==> src/rtl/linear_network_collect_pipe.sv <==
// Daisy-chained collection pipe: NUM_NODE registered stages gather words from local
// nodes toward stage 0, tagging each word with the index of the node that produced it.
module linear_network_collect_pipe #(
  parameter  int DATA_WIDTH = 32,
  parameter  int NUM_NODE   = 4,
  localparam int SRC_WIDTH  = ($clog2(NUM_NODE) < 1) ? 1 : $clog2(NUM_NODE)
) (
  input  logic                           clk,
  input  logic                           rst,
  input  logic                           i_en,
  input  logic [NUM_NODE-1:0]            i_valid,
  input  logic [DATA_WIDTH*NUM_NODE-1:0] i_data_bus,
  output logic [NUM_NODE-1:0]            o_ready,
  output logic                           o_valid,
  output logic [DATA_WIDTH-1:0]          o_data_bus,
  output logic [SRC_WIDTH-1:0]           o_src,
  input  logic                           i_ready
);

  logic [NUM_NODE-1:0]   valid_q, valid_d;
  logic [NUM_NODE-1:0]   fair_q, fair_d;
  logic [DATA_WIDTH-1:0] data_q [NUM_NODE];
  logic [DATA_WIDTH-1:0] data_d [NUM_NODE];
  logic [SRC_WIDTH-1:0]  src_q  [NUM_NODE];
  logic [SRC_WIDTH-1:0]  src_d  [NUM_NODE];

  logic [NUM_NODE-1:0]   up_valid;
  logic [DATA_WIDTH-1:0] up_data [NUM_NODE];
  logic [SRC_WIDTH-1:0]  up_src  [NUM_NODE];

  logic [NUM_NODE-1:0]   free;
  logic [NUM_NODE-1:0]   grant_up;
  logic [NUM_NODE-1:0]   grant_loc;
  logic                  take;

  always_comb begin
    up_valid = '0;
    for (int k = 0; k < NUM_NODE; k++) begin
      up_data[k] = '0;
      up_src[k]  = '0;
    end
    for (int k = 0; k < NUM_NODE - 1; k++) begin
      up_valid[k] = valid_q[k+1];
      up_data[k]  = data_q[k+1];
      up_src[k]   = src_q[k+1];
    end
  end

  // The drain of stage k is the upstream grant of stage k-1, so the chain is walked from
  // the output end; 'take' carries that drain from one stage to the next.
  always_comb begin
    free      = '0;
    grant_up  = '0;
    grant_loc = '0;
    take      = i_en & valid_q[0] & i_ready;
    for (int k = 0; k < NUM_NODE; k++) begin
      free[k]      = ~valid_q[k] | take;
      grant_up[k]  = i_en & free[k] & up_valid[k] & (~i_valid[k] | ~fair_q[k]);
      grant_loc[k] = i_en & free[k] & i_valid[k] & (~up_valid[k] | fair_q[k]);
      take         = grant_up[k];
    end
  end

  assign o_ready = grant_loc;

  always_comb begin
    valid_d = valid_q;
    fair_d  = fair_q;
    for (int k = 0; k < NUM_NODE; k++) begin
      data_d[k] = data_q[k];
      src_d[k]  = src_q[k];
      if (grant_up[k]) begin
        valid_d[k] = 1'b1;
        data_d[k]  = up_data[k];
        src_d[k]   = up_src[k];
      end else if (grant_loc[k]) begin
        valid_d[k] = 1'b1;
        data_d[k]  = i_data_bus[k*DATA_WIDTH +: DATA_WIDTH];
        src_d[k]   = SRC_WIDTH'(k);
      end else if (i_en && free[k]) begin
        valid_d[k] = 1'b0;
        data_d[k]  = '0;
        src_d[k]   = '0;
      end
      if (i_en && free[k] && up_valid[k] && i_valid[k]) begin
        fair_d[k] = ~fair_q[k];
      end
    end
  end

  always_ff @(posedge clk) begin
    if (rst) begin
      valid_q <= '0;
      fair_q  <= '0;
      for (int k = 0; k < NUM_NODE; k++) begin
        data_q[k] <= '0;
        src_q[k]  <= '0;
      end
    end else begin
      valid_q <= valid_d;
      fair_q  <= fair_d;
      for (int k = 0; k < NUM_NODE; k++) begin
        data_q[k] <= data_d[k];
        src_q[k]  <= src_d[k];
      end
    end
  end

  assign o_valid    = valid_q[0];
  assign o_data_bus = valid_q[0] ? data_q[0] : '0;
  assign o_src      = valid_q[0] ? src_q[0] : '0;

endmodule
==> config.mk <==
export PLATFORM = sky130hd
export DESIGN_NAME = linear_network_collect_pipe
export DESIGN_NICKNAME = d
export VERILOG_FILES = /design/src/rtl/linear_network_collect_pipe.sv
export SDC_FILE = /design/constraint.sdc
export NUM_CORES = 1
export LEC_CHECK = 0
export CAP_MARGIN = 20
export CORE_MARGIN = 4
export CORE_UTILIZATION = 49
export DETAILED_ROUTE_END_ITERATION = 8
export GPL_TIMING_DRIVEN = 0
export PLACE_DENSITY = 0.81
export SLEW_MARGIN = 20
export SYNTH_ARGS = -nofsm -noshare
export SYNTH_HDL_FRONTEND = slang
export SYNTH_SLANG_ARGS = --single-unit
export TNS_END_PERCENT = 5
==> constraint.sdc <==
create_clock -name clk -period 2.44 [get_ports clk]
set_input_delay 0.366 -clock clk [delete_from_list [all_inputs] [get_ports clk]]
set_output_delay 0.366 -clock clk [all_outputs]
set_load 0.05 [all_outputs]
==> summary.log, run 1 <==
INFO  timing         setup_ws_final=51.72ps
INFO  synth          synthMostInstantiatedCell=dfxtp_1
INFO  clocking       htree_levels=4
INFO  power          totalPowerFinal=0.006029W
INFO  job            maxCapViolations=0
INFO  finish         area_of_the_multi_input_gates=0.003339mm^2
INFO  finish         layout-area-overhead-vs-synth=38.46%
INFO  clocking       clk_latency=410ps
INFO  detailed_routing drt.antenna.violating_nets=0
INFO  die            io_pins=175
INFO  synth          net_count_after_synthesis=852
INFO  detailed_routing drtIter0Drc=413
INFO  timing         timing_worst_slew_pin_value=608.0ps
INFO  clocking       tritoncts_clock_tree=done
INFO  outcome        outcome=finished, final reports clean
INFO  synth          asyncSetResetFlopFracSynth=0
INFO  synth          synth_enable_flop_cells=0
INFO  synth          synth-seq-cells=141
INFO  power          pwr-share-clk=0.409
INFO  clocking       cts.reportedPaths.clkPinSlew=60ps
INFO  worst_hold_path holdCritPathClass=in2reg
INFO  finish         fillCellCount=1095
INFO  power          switching_share=0.2548
INFO  die            floorplan.initialDensity=0.4991
INFO  synth          post_synth_inst_count=716
INFO  clocking       holdBufCountCts=0
INFO  timing         fmax=418.7MHz
INFO  global_routing grt_start_max_net_pins=17
INFO  timing         final_hold_viol_count=0
INFO  power          power.combinational.fraction=0.169
INFO  global_routing first_global_vias=6061
INFO  finish         final_net_count=1047
INFO  finish         register_area=0.002824mm^2
INFO  setup_path     timing.critical_path.from_type=flop
INFO  finish         final_layout_size_suffix_gt1_frac=0.1245
INFO  place          dpl.hpwl=14230um
INFO  power          power_density=661.3mW/mm^2
INFO  synth          area_share_of_the_largest_cell_type_after_synthesis=0.4287
INFO  detailed_routing avgRoutedWirePerCell=17.10um
INFO  global_routing gr-usage-all-layers=0.2438
INFO  die            fp.dieArea=0.01535mm^2
INFO  detailed_routing drt_pre_antenna_iters=7
INFO  power          vdd.ir_drop.worst=421.1uV
INFO  synth          synth_sequential_area_ratio=0.4287
INFO  setup_path     cp_data_required_time=2070ps
INFO  detailed_routing viasPerCell=5.615
INFO  power          total_leakage_power=3.515nW
INFO  global_routing grt_overflow_total=0
INFO  place          routabilityCongestion=0.8660
INFO  setup_path     path_max_fanout=9
INFO  synth          post_synth.cell_area_avg=9.195um^2
INFO  power          seq_power_share=0.422
INFO  detailed_routing vias=6176
INFO  die            row_count=42
INFO  timing         final_min_period_over_clock_period=0.9788
INFO  global_routing grt_pass1_wl=29490um
INFO  clocking       cts-buffers-inserted=17
INFO  clocking       cts.path.max_buffers=2
INFO  synth          synth.largest_area_cell=dfxtp_1
INFO  detailed_routing route.final.wire_length=18810um
INFO  die            fp.dieH=123.9um
INFO  detailed_routing drt_drc_violations_left=0
INFO  synth          ys.warnings.count=0
INFO  global_routing number_of_antenna_violations_at_the_first_check_in_global_routing=0
INFO  synth          synth_top_flop_cell=dfxtp_1
INFO  die            die-width=123.9um
INFO  setup_path     worst-endpoint-arrival=2020ps
INFO  timing         slew_headroom=0.5946
INFO  synth          mappedNetlistArea=0.006584mm^2
INFO  timing         unrepaired_setup_endpoints_after_global_routing=yes
INFO  clocking       cts.sink_count=141
INFO  finish         num_antenna_cells=0
INFO  synth          distinct_cell_type_count_after_synthesis=47
INFO  place          io_buffers=172
INFO  timing         period_needed=2388ps
INFO  synth          synthTopCellsByArea=dfxtp_1 (43%), a211oi_1 (7.0%), a21oi_1 (5.4%)
INFO  clocking       cts-root-buf=clkbuf_16
INFO  timing         report.final.setup_viol=0
INFO  power          power.net_switching=0.001536W
INFO  setup_path     critPathKind=reg2out
INFO  place          place_worst_setup_slack=-789.8ps
INFO  power          p_int=0.004493W
INFO  die            core-area=0.01319mm^2
INFO  setup_path     critical_path.endpoint_type=primary output
INFO  synth          synth_commonest_cells=dfxtp_1 (141), a21oi_1 (71), a211oi_1 (61)
INFO  timing         slew_viol_final=0
INFO  timing         skew=4.024ps
logic make-up after synthesis:
logic type | after synthesis | share of synthesized area
AND/OR/NAND/NOR | 199 | 0.1539
multiplexers | 35 | 0.05359
buffers and inverters | 88 | 0.06860
XOR/XNOR | 1 | 0.001331
flip-flops | 141 | 0.4287
AO/OA/AOI/OAI | 252 | 0.2938
cell usage in the layout (no fill, tap or decap), types with 13 or more instances in the layout:
| cell | instances |
|---|---|
| a211oi_1 | 61 |
| a21oi_1 | 71 |
| a221oi_1 | 19 |
| a221oi_2 | 13 |
| a22oi_1 | 34 |
| a32oi_1 | 32 |
| and2_1 | 38 |
| buf_2 | 32 |
| buf_4 | 14 |
| clkbuf_1 | 44 |
| clkbuf_16 | 17 |
| clkdlybuf4s50_1 | 136 |
| dfxtp_1 | 140 |
| dlygate4sd2_1 | 30 |
| mux2i_1 | 33 |
| nand2_1 | 40 |
| nand2b_1 | 36 |
| nor2_1 | 39 |
| nor3_1 | 33 |
through the flow:
step | std cells | TNS (ps) | util | area (um^2) | hold WS (ps)
after floorplan | 716 | 0 | - | 6584 | 448.3
after global placement | 1064 | -2449 | 0.6464 | 8526 | 458.0
after detailed placement | 1064 | -3117 | 0.6464 | 8526 | 463.8
after CTS | 1096 | -74.49 | 0.6887 | 9084 | 435.4
after global routing | 1100 | -15.47 | 0.6911 | 9116 | 443.5
final | 1100 | 0 | 0.6911 | 9116 | 425.1
path summary, 6_finish.rpt:
| kind | startpoint | end | slack, ps | depth (start not counted) |
|---|---|---|---|---|
| worst min register to register | data_q[0][125]$_SDFFE_PP0P_ | data_q[0][125]$_SDFFE_PP0P_ | 470 | 2 |
| worst max register to register | valid_q[0]$_SDFFE_PP0P_ | data_q[0][99]$_SDFFE_PP0P_ | 620 | 8 |
| worst max-delay path | valid_q[0]$_SDFFE_PP0P_ | o_ready[2] | 50 | 6 |
| worst min-delay path | i_valid[0] | fair_q[0]$_SDFFE_PP0P_ | 430 | 4 |
routing by layer:
layer,share of wire,GRT usage,routed length [um],up-vias
li1,-,-,-,3072
met1,0.43,0.3057,8069,2836
met2,0.48,0.4042,9012,225
met3,0.063,0.05586,1177,43
met4,0.029,0.1020,547,0
met5,0,0,0,-
worst max-delay path, cell delays in order (launching register included):
cell,delay (ps)
dfxtp_2,340
buf_6,130
nand2b_2,120
a211oi_4,330
nor2_4,130
and3_1,220
clkdlybuf4s15_2,340
power by group through the flow:
stage          Combinational [W]  Clock [W]  Sequential [W]
3_5_place_dp             0.00100          0         0.00259
6_report                 0.00102    0.00246         0.00255
2_1_floorplan           0.000605          0         0.00257
5_1_grt                  0.00110    0.00258         0.00256
4_1_cts                  0.00101    0.00248         0.00254
3_3_place_gp            0.000989          0         0.00259
cell type report:
type                       count  area share
multi-input combinational    487      0.3663
timing repair buffer         178      0.1902
sequential                   141      0.3098
tap                          176     0.02416
inverter                       3    0.001235
buffer                        83     0.04666
clock inverter                 8    0.009882
clock buffer                  24     0.05174
flip-flops by register name, summed over array words and instances (netlist names):
| register | flops |
|---|---|
| data_q | 128 |
| valid_q | 3 |
| fair_q | 3 |
| src_q | 7 |
repair_timing:
item | 4_1_cts | 5_1_grt
buffers inserted | 0 | 6
endpoints found under the setup margin | 34 | 4
resized for setup | 57 | 3
cloned | 0 | 0
pin swaps | 2 | 3
No activity file was read; power rests on OpenSTA's default activity.
==> inputs of run 2 (changes only) <==
--- a/config.mk
+++ b/config.mk
@@ -8,8 +8,8 @@
 export CAP_MARGIN = 20
 export CORE_MARGIN = 4
 export CORE_UTILIZATION = 49
+export CTS_BUF_LIST = sky130_fd_sc_hd__clkbuf_4
 export DETAILED_ROUTE_END_ITERATION = 8
-export GPL_TIMING_DRIVEN = 0
 export PLACE_DENSITY = 0.81
 export SLEW_MARGIN = 20
 export SYNTH_ARGS = -nofsm -noshare
==> summary.log, run 2 (synthesis gave the netlist of run 1 again) <==
INFO  outcome        outcome=finished, final reports clean
INFO  timing         slew_viol_final=0
INFO  worst_hold_path holdCritPathClass=in2reg
INFO  detailed_routing viasPerCell=5.723
INFO  clocking       tritoncts_clock_tree=done
INFO  clocking       cts.reportedPaths.clkPinSlew=120ps
INFO  power          total_leakage_power=3.185nW
INFO  timing         period_needed=2348ps
INFO  finish         top_regs=data_q (128), src_q (7)
INFO  power          pwr-share-clk=0.290
INFO  power          power.combinational.fraction=0.198
INFO  setup_path     timing.critical_path.from_type=flop
INFO  timing         worst_slack_on_hold_paths=170.5ps
INFO  clocking       htree_levels=4
INFO  finish         post-route-util=0.6492
INFO  finish         top_register=data_q
INFO  global_routing first_global_vias=5676
INFO  power          power_density=580.1mW/mm^2
INFO  finish         layout.cells.most_common_list=dfxtp_1 (141), clkdlybuf4s50_1 (133), a21oi_1 (71)
INFO  power          vdd.ir_drop.worst=260.4uV
INFO  setup_path     cpPeakStageDelay=550ps
INFO  global_routing grt_overflow_total=0
INFO  worst_hold_path worstHoldPathCells=3
INFO  setup_path     cp_data_required_time=2070ps
INFO  finish         largest_register_ff_count=128
INFO  setup_path     critical_path.cell_chain=inv_2 -> a211oi_2 -> nor2_2 -> and3_1 -> buf_12
INFO  detailed_routing drt.antenna.violating_nets=0
INFO  timing         unrepaired_setup_endpoints_after_global_routing=no
INFO  timing         final_min_period_over_clock_period=0.9625
INFO  setup_path     r2r_slack=690ps
INFO  timing         final_hold_viol_count=0
INFO  die            row_count=42
INFO  clocking       cts.path.max_buffers=2
INFO  timing         report.final.setup_viol=0
INFO  finish         final_layout_size_suffix_gt1_frac=0.1521
INFO  job            maxCapViolations=0
INFO  detailed_routing vias=5940
INFO  setup_path     worst-endpoint-arrival=1980ps
INFO  setup_path     critPathKind=reg2out
INFO  power          switching_share=0.2857
INFO  detailed_routing avgRoutedWirePerCell=17.13um
INFO  timing         fmax=425.8MHz
INFO  power          power.net_switching=0.001419W
INFO  setup_path     rr_endpoint=data_q[0][56]$_SDFFE_PP0P_
INFO  global_routing grt_pass1_wl=27900um
INFO  global_routing gr-usage-all-layers=0.2281
INFO  place          dpl.hpwl=12810um
INFO  place          io_buffers=174
INFO  detailed_routing route.final.wire_length=17790um
INFO  global_routing grt_start_max_net_pins=65
INFO  finish         commonest_non_fill_non_tap_cell_in_the_layout=dfxtp_1
INFO  timing         skew=17.37ps
INFO  setup_path     path_max_fanout=8
INFO  clocking       cts-buffers-inserted=17
INFO  setup_path     reg2reg_from=fair_q[0]$_SDFFE_PP0P_
INFO  clocking       cts.repair_timing.setup_buffer_count=0
INFO  place          routabilityCongestion=0.8164
INFO  die            fp.dieH=123.9um
INFO  finish         layout-area-overhead-vs-synth=30.06%
INFO  detailed_routing drt_pre_antenna_iters=5
INFO  clocking       cts.sink_count=141
INFO  setup_path     worst_path_max_delay_cell=dfxtp_1
INFO  detailed_routing drtIter0Drc=492
INFO  timing         timing_worst_slew_pin_value=584.1ps
INFO  finish         final_net_count=984
INFO  detailed_routing drt_drc_violations_left=0
INFO  die            fp.dieArea=0.01535mm^2
INFO  place          place.detailed.instances=1005
INFO  setup_path     critical_path.endpoint_type=primary output
INFO  worst_hold_path hold_start=i_en
INFO  die            io_pins=175
INFO  power          seq_power_share=0.512
INFO  timing         slew_headroom=0.6106
INFO  power          p_int=0.003548W
INFO  die            die-width=123.9um
INFO  clocking       cts-root-buf=clkbuf_4
INFO  die            core-area=0.01319mm^2
INFO  finish         final_cells=1038
INFO  power          totalPowerFinal=0.004968W
INFO  global_routing number_of_antenna_violations_at_the_first_check_in_global_routing=1
INFO  setup_path     timing.reg2reg.worst_path_depth=6
INFO  setup_path     crit_path_start=valid_q[2]$_SDFFE_PP0P_
INFO  clocking       clk_latency=540ps
INFO  die            floorplan.initialDensity=0.4991
INFO  worst_hold_path hold_end=src_q[0][6]$_SDFFE_PP0P_
## run 2: cell count changes in the layout (fill, tap and decap cells not counted), sizes merged, moves of 2 or more
cell	change
clkinvlp	+3
clkbuf	-44
clkinv	+2
clkdlybuf4s50	-3
buf	+13
dlygate4sd2	-30
clkdlybuf4s15	-3
## run 2: final cells by class
| cell class | instances | area, um^2 |
|---|---|---|
| Antenna cell | 1 | 2.502 |
| Multi-Input combinational cell | 487 | 3322 |
| Sequential cell | 141 | 2823 |
| Clock inverter | 13 | 125.1 |
| Clock buffer | 19 | 142.6 |
| Timing Repair Buffer | 198 | 1917 |
| Inverter | 3 | 11.26 |
| Tap cell | 176 | 220.2 |
| Fill cell | 1095 | 4627 |
## run 2: worst max-delay path: cells and delay by family (launching register included)
family                 cells  cell delay, ps
AOI/OAI and AO/OA          1             320
buffers and inverters      2             260
DFF                        1             550
and+or+nand+nor            2             310
## run 2: what timing repair did
action,4_1_cts,5_1_grt
resized for setup,0,1
setup endpoints to repair,0,1
hold buffers,0,0
## run 2: metal layers
layer | GRT usage | share of wire
met5 | 0 | 0
met4 | 0.09514 | 0.028
met3 | 0.04768 | 0.058
met2 | 0.3552 | 0.47
met1 | 0.3082 | 0.44
## run 2: power by group through the flow
stage	combinational, W	clock (W)	sequential [W]
finish	0.000982	0.00144	0.00254
global route	0.00106	0.00157	0.00256
CTS	0.000980	0.00146	0.00254
detailed placement	0.000976	0	0.00260
global placement	0.000950	0	0.00259
floorplan	0.000605	0	0.00257
## run 2: worst max-delay path by stage
stage                     cells past startpoint                          to
after detailed placement                      5  data_q[0][84]$_SDFFE_PP0P_
after global routing                          5                  o_ready[3]
after global placement                        5  data_q[0][71]$_SDFFE_PP0P_
after CTS                                     5                  o_ready[2]
after floorplan                               8                  o_ready[3]
final                                         5                  o_ready[2]
## run 2: through the flow
stage | worst slack [ps] | setup TNS (ps) | area [um^2]
6_report | 91.60 | 0 | 8563
5_1_grt | 5.968 | 0 | 8563
4_1_cts | 100.4 | 0 | 8552
3_5_place_dp | -25.19 | -62.64 | 8284
3_3_place_gp | 133.9 | 0 | 8284
2_1_floorplan | 177.1 | 0 | 6584
